`src/rtl/cd101_trig_seq.sv`:
```
// SPI-configured trigger sequencer: oversampled SPI slave writes a small
// register file; a trig rising edge launches a delayed pulse train on data.
module cd101_trig_seq #(
    parameter int SYNC_STAGES = 2,
    parameter int DW          = 12
) (
    input  logic clk,
    input  logic rstn,
    input  logic spi_clk,
    input  logic spi_mosi,
    input  logic spi_nss,
    input  logic trig,
    output logic data,
    output logic busy
);

    localparam int SW = SYNC_STAGES + 1;
    localparam int FW = DW + 4;

    typedef enum logic [1:0] {
        S_IDLE,
        S_DELAY,
        S_HIGH,
        S_LOW
    } state_t;

    // Chains carry one extra flop past the last sync stage for edge detection.
    logic [SW-1:0]          sclk_q, sclk_d;
    logic [SW-1:0]          nss_q, nss_d;
    logic [SW-1:0]          trg_q, trg_d;
    logic [SYNC_STAGES-1:0] mosi_q, mosi_d;

    logic [FW-1:0] shift_q, shift_d;
    logic [4:0]    bcnt_q, bcnt_d;
    logic [1:0]    ctrl_q, ctrl_d;
    logic [DW-1:0] dly_q, dly_d;
    logic [DW-1:0] hi_q, hi_d;
    logic [DW-1:0] lo_q, lo_d;
    logic [DW-1:0] cnt_q, cnt_d;

    state_t        state_q, state_d;
    logic [DW-1:0] tmr_q, tmr_d;
    logic [DW-1:0] hw_q, hw_d;
    logic [DW-1:0] lw_q, lw_d;
    logic [DW-1:0] pw_q, pw_d;
    logic          data_q, data_d;
    logic          busy_q, busy_d;

    logic sclk_rise;
    logic nss_low;
    logic nss_fall;
    logic nss_rise;
    logic trg_rise;
    logic en;
    logic inv;

    function automatic logic [DW-1:0] at_least1(input logic [DW-1:0] v);
        return (v == '0) ? DW'(1) : v;
    endfunction

    assign sclk_rise = sclk_q[SW-2] & ~sclk_q[SW-1];
    assign nss_low   = ~nss_q[SW-2];
    assign nss_fall  = ~nss_q[SW-2] & nss_q[SW-1];
    assign nss_rise  = nss_q[SW-2] & ~nss_q[SW-1];
    assign trg_rise  = trg_q[SW-2] & ~trg_q[SW-1];
    assign en        = ctrl_q[0];
    assign inv       = ctrl_q[1];

    always_comb begin
        sclk_d  = {sclk_q[SW-2:0], spi_clk};
        nss_d   = {nss_q[SW-2:0], spi_nss};
        trg_d   = {trg_q[SW-2:0], trig};
        mosi_d  = {mosi_q[SYNC_STAGES-2:0], spi_mosi};
        shift_d = shift_q;
        bcnt_d  = bcnt_q;
        ctrl_d  = ctrl_q;
        dly_d   = dly_q;
        hi_d    = hi_q;
        lo_d    = lo_q;
        cnt_d   = cnt_q;
        if (nss_fall) begin
            bcnt_d = '0;
        end else if (sclk_rise && nss_low && !nss_rise) begin
            shift_d = {shift_q[FW-2:0], mosi_q[SYNC_STAGES-1]};
            if (bcnt_q != 5'd17) begin
                bcnt_d = bcnt_q + 5'd1;
            end
        end
        if (nss_rise && bcnt_q == 5'd16) begin
            case (shift_q[FW-1:DW])
                4'd0:    ctrl_d = shift_q[1:0];
                4'd1:    dly_d  = shift_q[DW-1:0];
                4'd2:    hi_d   = shift_q[DW-1:0];
                4'd3:    lo_d   = shift_q[DW-1:0];
                4'd4:    cnt_d  = shift_q[DW-1:0];
                default: ;
            endcase
        end
    end

    always_comb begin
        state_d = state_q;
        tmr_d   = tmr_q;
        hw_d    = hw_q;
        lw_d    = lw_q;
        pw_d    = pw_q;
        case (state_q)
            S_IDLE: begin
                if (trg_rise && en) begin
                    hw_d = at_least1(hi_q);
                    lw_d = at_least1(lo_q);
                    pw_d = at_least1(cnt_q);
                    if (dly_q == '0) begin
                        state_d = S_HIGH;
                        tmr_d   = at_least1(hi_q);
                    end else begin
                        state_d = S_DELAY;
                        tmr_d   = dly_q;
                    end
                end
            end
            S_DELAY: begin
                if (tmr_q == DW'(1)) begin
                    state_d = S_HIGH;
                    tmr_d   = hw_q;
                end else begin
                    tmr_d = tmr_q - DW'(1);
                end
            end
            S_HIGH: begin
                if (tmr_q == DW'(1)) begin
                    if (pw_q > DW'(1)) begin
                        pw_d    = pw_q - DW'(1);
                        state_d = S_LOW;
                        tmr_d   = lw_q;
                    end else begin
                        state_d = S_IDLE;
                    end
                end else begin
                    tmr_d = tmr_q - DW'(1);
                end
            end
            S_LOW: begin
                if (tmr_q == DW'(1)) begin
                    state_d = S_HIGH;
                    tmr_d   = hw_q;
                end else begin
                    tmr_d = tmr_q - DW'(1);
                end
            end
        endcase
        if (state_q != S_IDLE && !en) begin
            state_d = S_IDLE;
        end
        busy_d = (state_d != S_IDLE);
        data_d = (state_d == S_HIGH) ^ inv;
    end

    always_ff @(posedge clk or negedge rstn) begin
        if (!rstn) begin
            sclk_q  <= '0;
            nss_q   <= '1;
            trg_q   <= '0;
            mosi_q  <= '0;
            shift_q <= '0;
            bcnt_q  <= '0;
            ctrl_q  <= '0;
            dly_q   <= '0;
            hi_q    <= DW'(1);
            lo_q    <= DW'(1);
            cnt_q   <= DW'(1);
        end else begin
            sclk_q  <= sclk_d;
            nss_q   <= nss_d;
            trg_q   <= trg_d;
            mosi_q  <= mosi_d;
            shift_q <= shift_d;
            bcnt_q  <= bcnt_d;
            ctrl_q  <= ctrl_d;
            dly_q   <= dly_d;
            hi_q    <= hi_d;
            lo_q    <= lo_d;
            cnt_q   <= cnt_d;
        end
    end

    always_ff @(posedge clk or negedge rstn) begin
        if (!rstn) begin
            state_q <= S_IDLE;
            tmr_q   <= '0;
            hw_q    <= '0;
            lw_q    <= '0;
            pw_q    <= '0;
            data_q  <= 1'b0;
            busy_q  <= 1'b0;
        end else begin
            state_q <= state_d;
            tmr_q   <= tmr_d;
            hw_q    <= hw_d;
            lw_q    <= lw_d;
            pw_q    <= pw_d;
            data_q  <= data_d;
            busy_q  <= busy_d;
        end
    end

    assign data = data_q;
    assign busy = busy_q;

endmodule

```
`config.mk`:
```
export PLATFORM = sky130hd
export DESIGN_NAME = cd101_trig_seq
export DESIGN_NICKNAME = d
export VERILOG_FILES = /design/src/rtl/cd101_trig_seq.sv
export SDC_FILE = /design/constraint.sdc
export NUM_CORES = 1
export LEC_CHECK = 0
export ABC_CLOCK_PERIOD_IN_PS = 2100
export CELL_PAD_IN_SITES_DETAIL_PLACEMENT = 1
export CELL_PAD_IN_SITES_GLOBAL_PLACEMENT = 1
export CORE_ASPECT_RATIO = 1.75
export CORE_MARGIN = 5
export CORE_UTILIZATION = 46
export DETAILED_ROUTE_END_ITERATION = 8
export GPL_TIMING_DRIVEN = 0
export PLACE_DENSITY_LB_ADDON = 0.1
export SLEW_MARGIN = 15
export SYNTH_ARGS = -nofsm -noshare
export SYNTH_HDL_FRONTEND = slang
export SYNTH_SLANG_ARGS = --single-unit
```
`constraint.sdc`:
```
create_clock -name clk -period 2.1 [get_ports clk]
set_input_delay 0.63 -clock clk [delete_from_list [all_inputs] [get_ports clk]]
set_output_delay 0.63 -clock clk [all_outputs]
set_load 0.02 [all_outputs]
```
# Word-level counts from Yosys, hierarchy flattened
# Index checks and enable logic that the tools add are counted.
dict set report classes {
  add_sub_neg 3
  n_mul 0
  n_div 0
  n_lt_le_gt_ge 1
  eq_ne 15
  shift 0
  muxes 23
  n_bitwise 10
  reduce_logical 29
}
# cell count
set op_table {}
lappend op_table {{2-to-1 mux 12 bit} 11}
lappend op_table {{logical NOT 12 bit} 4}
lappend op_table {{one-hot mux 12 bit (3 select lines)} 1}
lappend op_table {{one-hot mux 12 bit (2 select lines)} 1}
lappend op_table {{subtractor 12 x 1 -> 12 bit (second input constant)} 2}
lappend op_table {{AND reduction 2 bit} 9}
lappend op_table {{2-to-1 mux 5 bit} 3}
lappend op_table {{== test 12 x 1 -> 1 bit (second input constant)} 1}
lappend op_table {{greater-than comparator 12 x 1 -> 1 bit (second input constant)} 1}
lappend op_table {{2-to-1 mux 2 bit} 6}
lappend op_table {{nonzero test 2 bit} 5}
lappend op_table {{== test 4 x 2 -> 1 bit (second input constant)} 2}
lappend op_table {{== test 2 bit (second input constant)} 3}
lappend op_table {{inequality test 2 bit (second input constant)} 3}
lappend op_table {{one-hot mux 2 bit (3 select lines)} 1}
lappend op_table {{adder 5 x 1 -> 5 bit (second input constant)} 1}
lappend op_table {{== test 5 bit (second input constant)} 1}
lappend op_table {{logical AND 1 bit} 5}
lappend op_table {{inequality test 5 bit (second input constant)} 1}
lappend op_table {{inverter 1 bit} 5}
lappend op_table {{bitwise AND 1 bit} 4}
lappend op_table {{== test 4 x 1 -> 1 bit (second input constant)} 1}
lappend op_table {{== test 4 x 3 -> 1 bit (second input constant)} 1}
lappend op_table {{logical NOT 4 bit} 1}
lappend op_table {{7 further kinds} 8}
dict set report word_totals {
  regBits 134
  latch_bits 0
  ramBits 0
  mem_bits_ro 0
  inputBits 6
  output_inout_bits 2
  wordCells 99
  mem_count 0
}

# Depth between registers and ports, before layout
dict set report logic_depth {
  word_depth 8
  ltp_mapped 9
  mapped_depth_nobuf 7
}

# Worst setup path before layout
# Ideal clock, no wire load.
dict set report synth_path {
  path_type {reg-to-reg}
  startpoint {register bcnt_q[0]}
  endpoint {register dly_q[10]}
  setup_ns 0.125
  arrival_time_ns 1.959
  required_ns 1.975
  slack_ns 0.016
  stages_incl_launch_ff 9
  path_buffers 1
  synth_period_minus_slack_ns 2.084
  cell_sequence {dfrtp_1 > inv_1 > ha_1 > and4bb_2 > nand2_1 > or2_1 > nor3b_2 > buf_2 > mux2_2}
}
dict set report synth_via {
  elab_chain_cells 3
}
# item line
set synth_rtl {}
lappend synth_rtl {{from (decl)} 34} ;# logic [4:0] bcnt_q, bcnt_d;
lappend synth_rtl {{from (signal assigned)} 178} ;# bcnt_q <= bcnt_d;
lappend synth_rtl {{== test 5 bit} 89} ;# if (nss_rise && bcnt_q == 5'd16) begin
lappend synth_rtl {{logical AND 1 bit} 89}
lappend synth_rtl {{AND reduction 2 bit (no source line)} n/a}
lappend synth_rtl {{to (signal assigned)} 180} ;# dly_q <= dly_d;
lappend synth_rtl {{to (decl)} 36} ;# logic [DW-1:0] dly_q, dly_d;
# Every way passes these cells.
# A chain may end at the register's enable or synchronous reset.

# Worst setup path in the final report
dict set report layout_path {
  startpoint {register tmr_q[7]}
  endpoint {register tmr_q[7]}
}
dict set report layout_via {
  elab_chain_cells 3
  word_cells_on_any_way 7
  classes_between {add/sub (1); eq/ne (2); mux (3); reduce/logical (1)}
}
# item line
set layout_rtl {}
lappend layout_rtl {{from (decl)} 42} ;# logic [DW-1:0] tmr_q, tmr_d;
lappend layout_rtl {{from (signal assigned)} 198} ;# tmr_q <= tmr_d;
lappend layout_rtl {{subtractor 12 x 1 -> 12 bit / == test 12 x 1 -> 1 bit (equally long branches)} n/a}
lappend layout_rtl {{2-to-1 mux 12 bit, or another cell as far along} {123, 144}}
lappend layout_rtl {{one-hot mux 12 bit (3 select lines) / AND reduction 2 bit (equally long branches)} n/a}
# Several ways; a longest one is shown, not always the timed one.

==> run metrics <==
placed insts 718; clk buf depth 2; Fillers 1,352; grt total ovfl 0; FMAX 439 MHz; hold crit path type input port to asynchronous set/reset pin; antenna viol nets, final 0; CTS tree built; share of cells above drive strength 1 37.6%; first-pass GRT wire length 29,100 µm; vias per cell 6.04; Power Dens Cells 752 nW/µm²; # H-tree levels 4; DR iter-0 viols 258; Worst EP required 2.39 ns; I/O pins 8; overall power 5880 µW; sequential share of the synthesized area 53.5%; Post-Synthesis Cells 536; initial antenna violation count 0; commonest non-fill, non-tap cells in the layout 124 x dfrtp_1, 62 x mux2_2, 36 x nor2_1; Async SR Flop Fraction 100%; hold_buf cts 0; critical path class flop to flop; Via Count 4,742; Port Buffers 7; Syn Area/Cell 11.7 µm²; Worst EP arrival 2.57 ns; CP startpoint tmr_q[7]; Crit path largest cell delay 0.61 ns; Total Wirelength 18,800 µm; RSZ-0062 raised after global routing yes; top layer reached by signal wires met4; Register Area 3370 µm²; GR Util All Layers 23.9%; later-pin clock latency in the skew report 0.42 ns; most common library cell in the layout ignoring fill and taps dfrtp_1; Die X 98.3 µm; r2r startpoint tmr_q[7]; Slew Limit Fails 0; clk sinks 134; vias in the first global route 5,276; Max Fanout on Critical Path 8; Final Skew 0.0108 ns; Crit. End Element flop; outcome finished, violations left; slowest CP cell or4_4; Initial Utilization 46.9%; wire length on met3 416 µm; leak pwr 0.00351 µW; Worst-Margin Slew 0.809 ns; wl on met1 6580 µm; slew margin rel. 45.6%; EDFF count, synth 0; largest net degree at the start of global routing 76; met2 wire len 10,600 µm; CTS Buf Count 17; number of detailed-route iterations in the first pass 4; Placer Congestion 0.866; Hold Fails Final Rpt 0; DR WL/cell 23.9 µm; clock root cell clkbuf_16; max-cap violations 0; Final nets 611; final worst-path cycle share 109%; non-filler cells, final 785; hpwl dp 12,400 µm; Net Count, Synth 549; Synth Warn # 0; clock-pin slew on the worst setup and hold paths 0.06 ns; Die ar. 16,200 µm²; fin crit period 2.28 ns; top_reg_cell synth dfrtp_1; maximum vdd drop 0.560 mV; Site Rows 56; setup TNS -1.80 ns; CORE AREA 13,400 µm²; Seq cells post-synth 134; DRC 0; multi-input logic area 3040 µm²; synth unique cells 60; critical path, cell by cell or4_4 -> nor4_4 -> a22oi_2 -> buf_6 -> nor2_1 -> a31oi_1; # setup viols final 23; pre-CTS setup slack -0.609 ns; fin util 58.5%; worst setup margin -0.179 ns; failing checks negative setup slack; reg-to-reg setup timing slack -0.18 ns; Layout area overhead 24.6%; Die Y 165 µm; Syn Std Cell Area 6280 µm²; ant diodes 0; CP startpoint kind flop
==> state kept, by name, summed over array words and instances, names as in the netlist, 3 cells and up <==
| signal | count |
|---|---|
| shift_q | 16 |
| cnt_q | 12 |
| dly_q | 12 |
| hi_q | 12 |
| hw_q | 12 |
| lo_q | 12 |
| lw_q | 12 |
| pw_q | 12 |
| tmr_q | 12 |
| bcnt_q | 5 |
| nss_q | 3 |
| sclk_q | 3 |
| trg_q | 3 |
==> Yosys cell counts, drive strengths merged (4+ instances only) <==
| cell | n | share of area, % |
|---|---|---|
| buf | 17 | 1.7 |
| nand3b | 4 | 0.48 |
| a31oi | 17 | 1.8 |
| nand4 | 5 | 0.50 |
| o31ai | 6 | 0.72 |
| nor3 | 13 | 1.2 |
| xnor2 | 5 | 0.70 |
| nand3 | 7 | 0.64 |
| o32ai | 5 | 0.70 |
| o22ai | 4 | 0.40 |
| ha | 7 | 1.4 |
| a22oi | 8 | 1.0 |
| dfstp | 6 | 2.5 |
| o21a | 6 | 0.72 |
| inv | 12 | 0.72 |
| nor3b | 5 | 0.76 |
| dfrtp | 128 | 51 |
| or3 | 4 | 0.40 |
| nand2 | 32 | 1.9 |
| nor4 | 12 | 1.7 |
| mux2 | 84 | 15 |
| o21ai | 12 | 1.0 |
| a21oi | 30 | 2.4 |
| mux2i | 7 | 1.1 |
| nor2 | 47 | 2.8 |
| o221ai | 5 | 0.70 |
| clkbuf | 8 | 0.48 |
==> layer usage <==
| layer | vias up | track usage [%] |
|---|---|---|
| li1 | 2097 | - |
| met1 | 2482 | 23.8 |
| met2 | 103 | 44.3 |
| met3 | 60 | 4.82 |
| met4 | 0 | 16.1 |
| met5 | - | 0 |
==> worst max-delay path: cells and delay by family (launching register included) <==
| family | cells | cell delay [ns] |
|---|---|---|
| AND/OR/NAND/NOR | 3 | 1.16 |
| flip-flops | 1 | 0.45 |
| AO/OA/AOI/OAI | 2 | 0.30 |
| buffers and inverters | 1 | 0.23 |
==> per-stage QoR <==
| stage | cell area (µm²) | hold slack (ns) |
|---|---|---|
| floorplan | 6280 | 0.331 |
| global placement | 6570 | 0.333 |
| detailed placement | 6600 | 0.340 |
| finish | 7830 | 0.197 |
| global route | 7830 | 0.233 |
| CTS | 7620 | 0.207 |
==> kinds of logic (layout without fill, tap and decap cells) <==
logic type,count (synthesis),count (layout),share of synthesized area (%)
fa+ha+maj,7,7,1.39
mux,91,91,16.2
buf+inv,37,112,2.89
compound gates,112,112,12.1
simple gates,147,147,12.8
flops,134,134,53.5
xor+xnor,8,8,1.12
==> power by group <==
group	total, µW	internal [µW]	switching (µW)
sequential	2730	2640	94.4
clock	2980	1890	1090
combinational	172	81.1	91.0
==> worst paths after layout <==
kind                             endpoint  cells after the start
min in group clk                mosi_q[1]                      0
worst min register to register  mosi_q[1]                      0
worst max-delay path             tmr_q[7]                      6
worst max register to register   tmr_q[7]                      6
worst min-delay path                 busy                      1
max in group asynchronous        cnt_q[0]                      2
==> what timing repair did <==
item                       CTS  global route
cloned                       3             2
setup buffers               20            13
setup endpoints to repair   92            62
pin swaps                    9            15
gates resized for setup     80            28
==> cell type report <==
type | instances | share of cell area [%]
Sequential cell | 134 | 43.0
Multi-Input combinational cell | 365 | 38.9
Clock buffer | 23 | 5.85
Timing Repair Buffer | 46 | 5.27
Tap cell | 174 | 2.78
Buffer | 22 | 2.05
Clock inverter | 9 | 1.61
Inverter | 12 | 0.575
(Power assumes the default switching activity.)
